## src/rtl/imem_access_arbiter.sv

```systemverilog
`default_nettype none
// +--------------------------------------------------------------------------+
// | imem_access_arbiter: shares the instruction memory between CPU fetches   |
// | and a program loader. Optional macro: IMEM_ARB_FAIRNESS_EN. Rev 1.0      |
// +--------------------------------------------------------------------------+
module imem_access_arbiter #(
  parameter int ADDR_BITS = 7,
  parameter int MAX_BURST = 16
) (
  input  logic                 clk,
  input  logic                 rst_n,
  input  logic                 fetch_req,
  input  logic [31:0]          fetch_addr,
  output logic                 fetch_valid,
  output logic [31:0]          fetch_data,
  output logic                 fetch_err,
  output logic                 cpu_stall,
  input  logic                 load_req,
  input  logic                 load_valid,
  input  logic [31:0]          load_addr,
  input  logic [31:0]          load_data,
  output logic                 load_ready,
  output logic [ADDR_BITS:0]   load_count,
  output logic                 load_err,
  output logic                 mem_re,
  output logic                 mem_we,
  output logic [ADDR_BITS-1:0] mem_addr,
  output logic [31:0]          mem_wdata,
  input  logic [31:0]          mem_rdata
);

  typedef enum logic [1:0] {
    IDLE = 2'd0,
    RD   = 2'd1,
    WAIT = 2'd2,
    LOAD = 2'd3
  } state_t;

  localparam logic [ADDR_BITS:0] COUNT_MAX = {1'b1, {ADDR_BITS{1'b0}}};
  localparam logic [ADDR_BITS:0] COUNT_ONE = {{ADDR_BITS{1'b0}}, 1'b1};

  state_t state, state_nxt;
  logic   ready_nxt;
  logic   take_fetch;
  logic   start_load;
  logic   set_resume;
  logic   resume;
  logic   rd_misalign;
  logic   preempt;
  logic   hs_ok;
  logic   hs_bad;

  assign hs_ok     = load_valid & load_ready & (load_addr[1:0] == 2'b00);
  assign hs_bad    = load_valid & load_ready & (load_addr[1:0] != 2'b00);
  assign mem_re    = (state == RD);
  assign cpu_stall = fetch_req & ~fetch_valid;

  logic unused_addr_bits;
  assign unused_addr_bits = ^{fetch_addr[31:ADDR_BITS+2], load_addr[31:ADDR_BITS+2]};

`ifdef IMEM_ARB_FAIRNESS_EN
  localparam int                 BURST_W     = $clog2(MAX_BURST + 1);
  localparam logic [BURST_W-1:0] BURST_LIMIT = BURST_W'(MAX_BURST);
  localparam logic [BURST_W-1:0] BURST_ONE   = BURST_W'(1);

  logic [BURST_W-1:0] burst_cnt;
  logic [BURST_W-1:0] burst_nxt;

  assign burst_nxt = (hs_ok && burst_cnt != BURST_LIMIT) ? burst_cnt + BURST_ONE : burst_cnt;
  assign preempt   = fetch_req & (burst_nxt == BURST_LIMIT);

  always_ff @(posedge clk or negedge rst_n) begin
    if (!rst_n) begin
      burst_cnt <= '0;
    end else if (start_load) begin
      burst_cnt <= '0;
    end else begin
      burst_cnt <= burst_nxt;
    end
  end
`else
  logic unused_max_burst;
  assign unused_max_burst = (MAX_BURST > 0);
  assign preempt          = 1'b0;
`endif

  always_ff @(posedge clk or negedge rst_n) begin
    if (!rst_n) begin
      state <= IDLE;
    end else begin
      state <= state_nxt;
    end
  end

  always_comb begin
    state_nxt  = state;
    ready_nxt  = load_ready;
    take_fetch = 1'b0;
    start_load = 1'b0;
    set_resume = 1'b0;
    case (state)
      IDLE: begin
        if (load_req) begin
          state_nxt  = LOAD;
          ready_nxt  = 1'b1;
          start_load = 1'b1;
        end else if (fetch_req) begin
          state_nxt  = RD;
          take_fetch = 1'b1;
        end
      end
      RD:   state_nxt = WAIT;
      WAIT: state_nxt = IDLE;
      LOAD: begin
        // Not ready while in LOAD only happens in the drain cycle after a preemption.
        if (!load_ready) begin
          if (fetch_req) begin
            state_nxt  = RD;
            take_fetch = 1'b1;
          end else begin
            state_nxt = IDLE;
          end
        end else if (!load_req) begin
          state_nxt = IDLE;
          ready_nxt = 1'b0;
        end else if (preempt) begin
          ready_nxt  = 1'b0;
          set_resume = 1'b1;
        end
      end
      default: state_nxt = IDLE;
    endcase
  end

  always_ff @(posedge clk or negedge rst_n) begin
    if (!rst_n) begin
      load_ready  <= 1'b0;
      mem_we      <= 1'b0;
      mem_addr    <= '0;
      mem_wdata   <= '0;
      rd_misalign <= 1'b0;
      fetch_data  <= '0;
      fetch_valid <= 1'b0;
      fetch_err   <= 1'b0;
      load_count  <= '0;
      load_err    <= 1'b0;
      resume      <= 1'b0;
    end else begin
      load_ready <= ready_nxt;
      mem_we     <= hs_ok;
      if (hs_ok) begin
        mem_addr  <= load_addr[ADDR_BITS+1:2];
        mem_wdata <= load_data;
      end else if (take_fetch) begin
        mem_addr <= fetch_addr[ADDR_BITS+1:2];
      end
      if (take_fetch) begin
        rd_misalign <= (fetch_addr[1:0] != 2'b00);
      end
      if (state == WAIT) begin
        fetch_data <= mem_rdata;
      end
      fetch_valid <= (state == WAIT);
      fetch_err   <= (state == WAIT) & rd_misalign;
      // A resumed grant continues the interrupted session's statistics.
      if (start_load && !resume) begin
        load_count <= '0;
        load_err   <= 1'b0;
      end else begin
        if (hs_ok && load_count != COUNT_MAX) begin
          load_count <= load_count + COUNT_ONE;
        end
        if (hs_bad) begin
          load_err <= 1'b1;
        end
      end
      if (set_resume) begin
        resume <= 1'b1;
      end else if (state == IDLE) begin
        resume <= 1'b0;
      end
    end
  end

endmodule
`default_nettype wire

```

## config.mk

```make
export PLATFORM = sky130hd
export DESIGN_NAME = imem_access_arbiter
export DESIGN_NICKNAME = d
export VERILOG_FILES = /design/src/rtl/imem_access_arbiter.sv
export SDC_FILE = /design/constraint.sdc
export NUM_CORES = 1
export LEC_CHECK = 0
export CAP_MARGIN = 20
export CORE_MARGIN = 1.5
export CORE_UTILIZATION = 35
export CTS_CLUSTER_DIAMETER = 50
export DETAILED_ROUTE_END_ITERATION = 10
export GPL_TIMING_DRIVEN = 0
export PLACE_DENSITY = 0.87
export SYNTH_ARGS = -nofsm -noshare
export SYNTH_HDL_FRONTEND = slang
export SYNTH_SLANG_ARGS = --single-unit
```

## constraint.sdc

```tcl
create_clock -name clk -period 2 [get_ports clk]
set_clock_uncertainty 0.05 [all_clocks]
set_input_delay 0.3 -clock clk [delete_from_list [all_inputs] [get_ports clk]]
set_output_delay 0.3 -clock clk [all_outputs]
set_load 0.005 [all_outputs]
```

==> metrics <==
WHS 427 ps; number of synthesized flops with an enable pin 0; post-synth cell types 31; Syn Inst Count 326; most frequent cells in the layout 171 x clkdlybuf4s50_1, 107 x nand2_1, 86 x dfrtp_1; cell chain of the critical path inv_1 > ha_1 > clkdlybuf4s50_1; clock sinks 87; Leakage 0.00259 uW; CTS tree yes; fmax 0.522 GHz; async set-reset flop share out of synthesis between 90% and 100%; Int Pwr 5170 uW; Worst Setup Start Kind flip-flop; Detailed Place HPWL 7480 um; vias per cell ~4.7; first-pass GRT wire length 15,900 um; Area Overhead vs Synth 59.8%; Worst VDD drop 0.000517 V; status finished, final reports clean; yosys warns 0; worst stage delay on the critical path 510 ps; period utilisation layout about 96%; sequential element share of the synthesized area about 61%; die span in y 104 um; Final WS setup slightly above 80 ps; Area contributors post-synth dfrtp_1 61%, nand2_1 11%, mux2_2 10%; I/O Buffers 172; clock network power share between 10% and 20%; Seq pwr share 39.4%; Net Count, Synth 467; RSZ-0062 raised after global routing false; Rows 36; DR pass1 iterations 4; Final Hold Fails 0; Bufs on Longest Clock Path 2; GPL Wtd Cong 0.800; Mapped Avg Cell Area roughly 11 um2; Synth Register Bits 87; cell taking the most area after synthesis dfrtp_1; Setup CP Type flip-flop to output port; die area 0.0109 mm2; root buffer cell clkbuf_8; minimum clock period approximately 1900 ps; Worst-path clk slew 90 ps; vias 3,046; Num CTS Buffers 9; Final ANT Viol Nets 0; switching share of power 29.5%; antenna violations before repair 0; CTS H-Tree Depth 3; vias in the first global route 3,272; wire per inst 15.2 um; die width 104 um; # diodes 0; clk_lat worst skew around 340 ps; Comb power frac 42.8%; WL final slightly below 10,000 um; PD cells 1270 mW/mm2; Max-Cap Viols 0; crit end category output port; share of layout cells above drive strength 1 12.9%; grt total ovfl 0; gr usage total between 15 and 20%; Setup TNS 0 ps; core area 0.00986 mm2; DR iter-0 viols 115; sw power 2160 uW; maximum fanout along the worst path 4; Final Setup Violations 0; pin count of the biggest net entering global routing 46; Top FF cell, synth dfrtp_1; DRC 0; Max Slew Vio Count 0; Worst EP required about 1700 ps; Post-Syn Area 0.00360 mm2; NumNets Final 654; worst hold path class flip-flop to flip-flop; family with the most delay on the worst path buffers and inverters; Initial Util 36.5%; commonest non-fill, non-tap cell in the layout clkdlybuf4s50_1; post-synth top area share between 60% and 70%; CP Data Arrival Time 1570 ps; Worst-Margin Slew between 500 and 600 ps; CP bufs+invs 2; fill cell count 827; Setup WS pre-CTS -6.25 ps; Max stage delay cell, worst path clkdlybuf4s50_1; IO Count 219; relative slew slack 62.1%
power groups by stage:
| stage | registers, uW | logic, uW | clock network (uW) |
|---|---|---|---|
| 3_3_place_gp | 2880 | 3020 | 0 |
| 2_1_floorplan | 2940 | 1160 | 0 |
| 5_1_grt | 2980 | 3400 | 1420 |
| 6_report | 2890 | 3140 | 1300 |
| 4_1_cts | 2890 | 3180 | 1350 |
| 3_5_place_dp | 2930 | 3140 | 0 |
final timing paths:
path,slack [ps],cells after the start,startpoint,to
worst min register to register,430,2,mem_wdata[12],mem_wdata[12]
min in group asynchronous,440,2,rst_n,mem_addr[1]
worst max-delay path,80,3,state[1],mem_re
worst max register to register,110,6,state[1],mem_addr[6]
worst min-delay path,430,2,mem_wdata[12],mem_wdata[12]
max in group asynchronous,820,3,rst_n,mem_addr[4]
flip-flops by register name (all words and copies together) (netlist names), 2 cells and up:
signal and cells:
fetch_data 32, mem_wdata 32, mem_addr 7, load_count 8
state 2
logic make-up after synthesis:
family | after synthesis | share of synthesized area [%]
simple gates | 138 | 16.1
flops | 87 | 60.5
mux | 40 | 12.2
compound gates | 25 | 4.49
buf+inv | 23 | 2.64
fa+ha+maj | 8 | 2.78
xor+xnor | 5 | 1.22
what timing repair did:
item,in CTS,in global routing
pin swaps,0,1
hold buffers,1,0
setup buffers,2,0
resized for setup,0,3
endpoints found under the hold margin,42,0
setup endpoints to repair,1,7
area by class of cell:
type                       count  area [um2]  share of cell area (%)
sequential                    87        2180                    37.9
timing repair buffer         176        1760                    30.7
multi-input combinational    216        1330                    23.1
tap                          133         166                    2.89
clock buffer                  12         165                    2.87
buffer                        14        62.6                    1.09
clock inverter                 4        52.6                   0.914
inverter                       9        33.8                   0.588
layer usage:
| metal | part of all wire [%] | vias to the layer above | global-route usage [%] |
|---|---|---|---|
| met5 | 0 | - | 0 |
| met4 | 2.0 | 0 | 7.94 |
| met2 | 52 | 120 | 33.6 |
| met1 | 40 | 1478 | 20.6 |
| li1 | - | 1432 | - |
| met3 | 5.9 | 16 | 4.26 |
worst reg2reg max path, delay by kind of cell (launching register included):
family / cells / cell delay [ps]
compound gates: 2 / 480
fa+ha+maj: 1 / 240
buf+inv: 1 / 150
flops: 1 / 410
mux: 1 / 250
simple gates: 1 / 190
Yosys cell counts, types with 3 or more instances:
library cell,instances
nand2_1,107
dfrtp_1,87
mux2_2,32
nor2_1,12
o21ai_0,10
inv_1,9
ha_1,8
mux2i_1,8
buf_2,7
clkbuf_1,7
a21oi_1,6
nand4_1,4
nor2b_1,4
xnor2_1,3
metrics by stage:
step	area [um2]	utilization, %	std cells	power (uW)
global route	5750	58.3	651	7800
CTS	5750	58.3	651	7430
finish	5750	58.3	651	7330
floorplan	3600	-	326	4100
global placement	5490	55.6	631	5900
detailed placement	5500	55.8	632	6060
No activity file was read; power rests on OpenSTA's default activity.
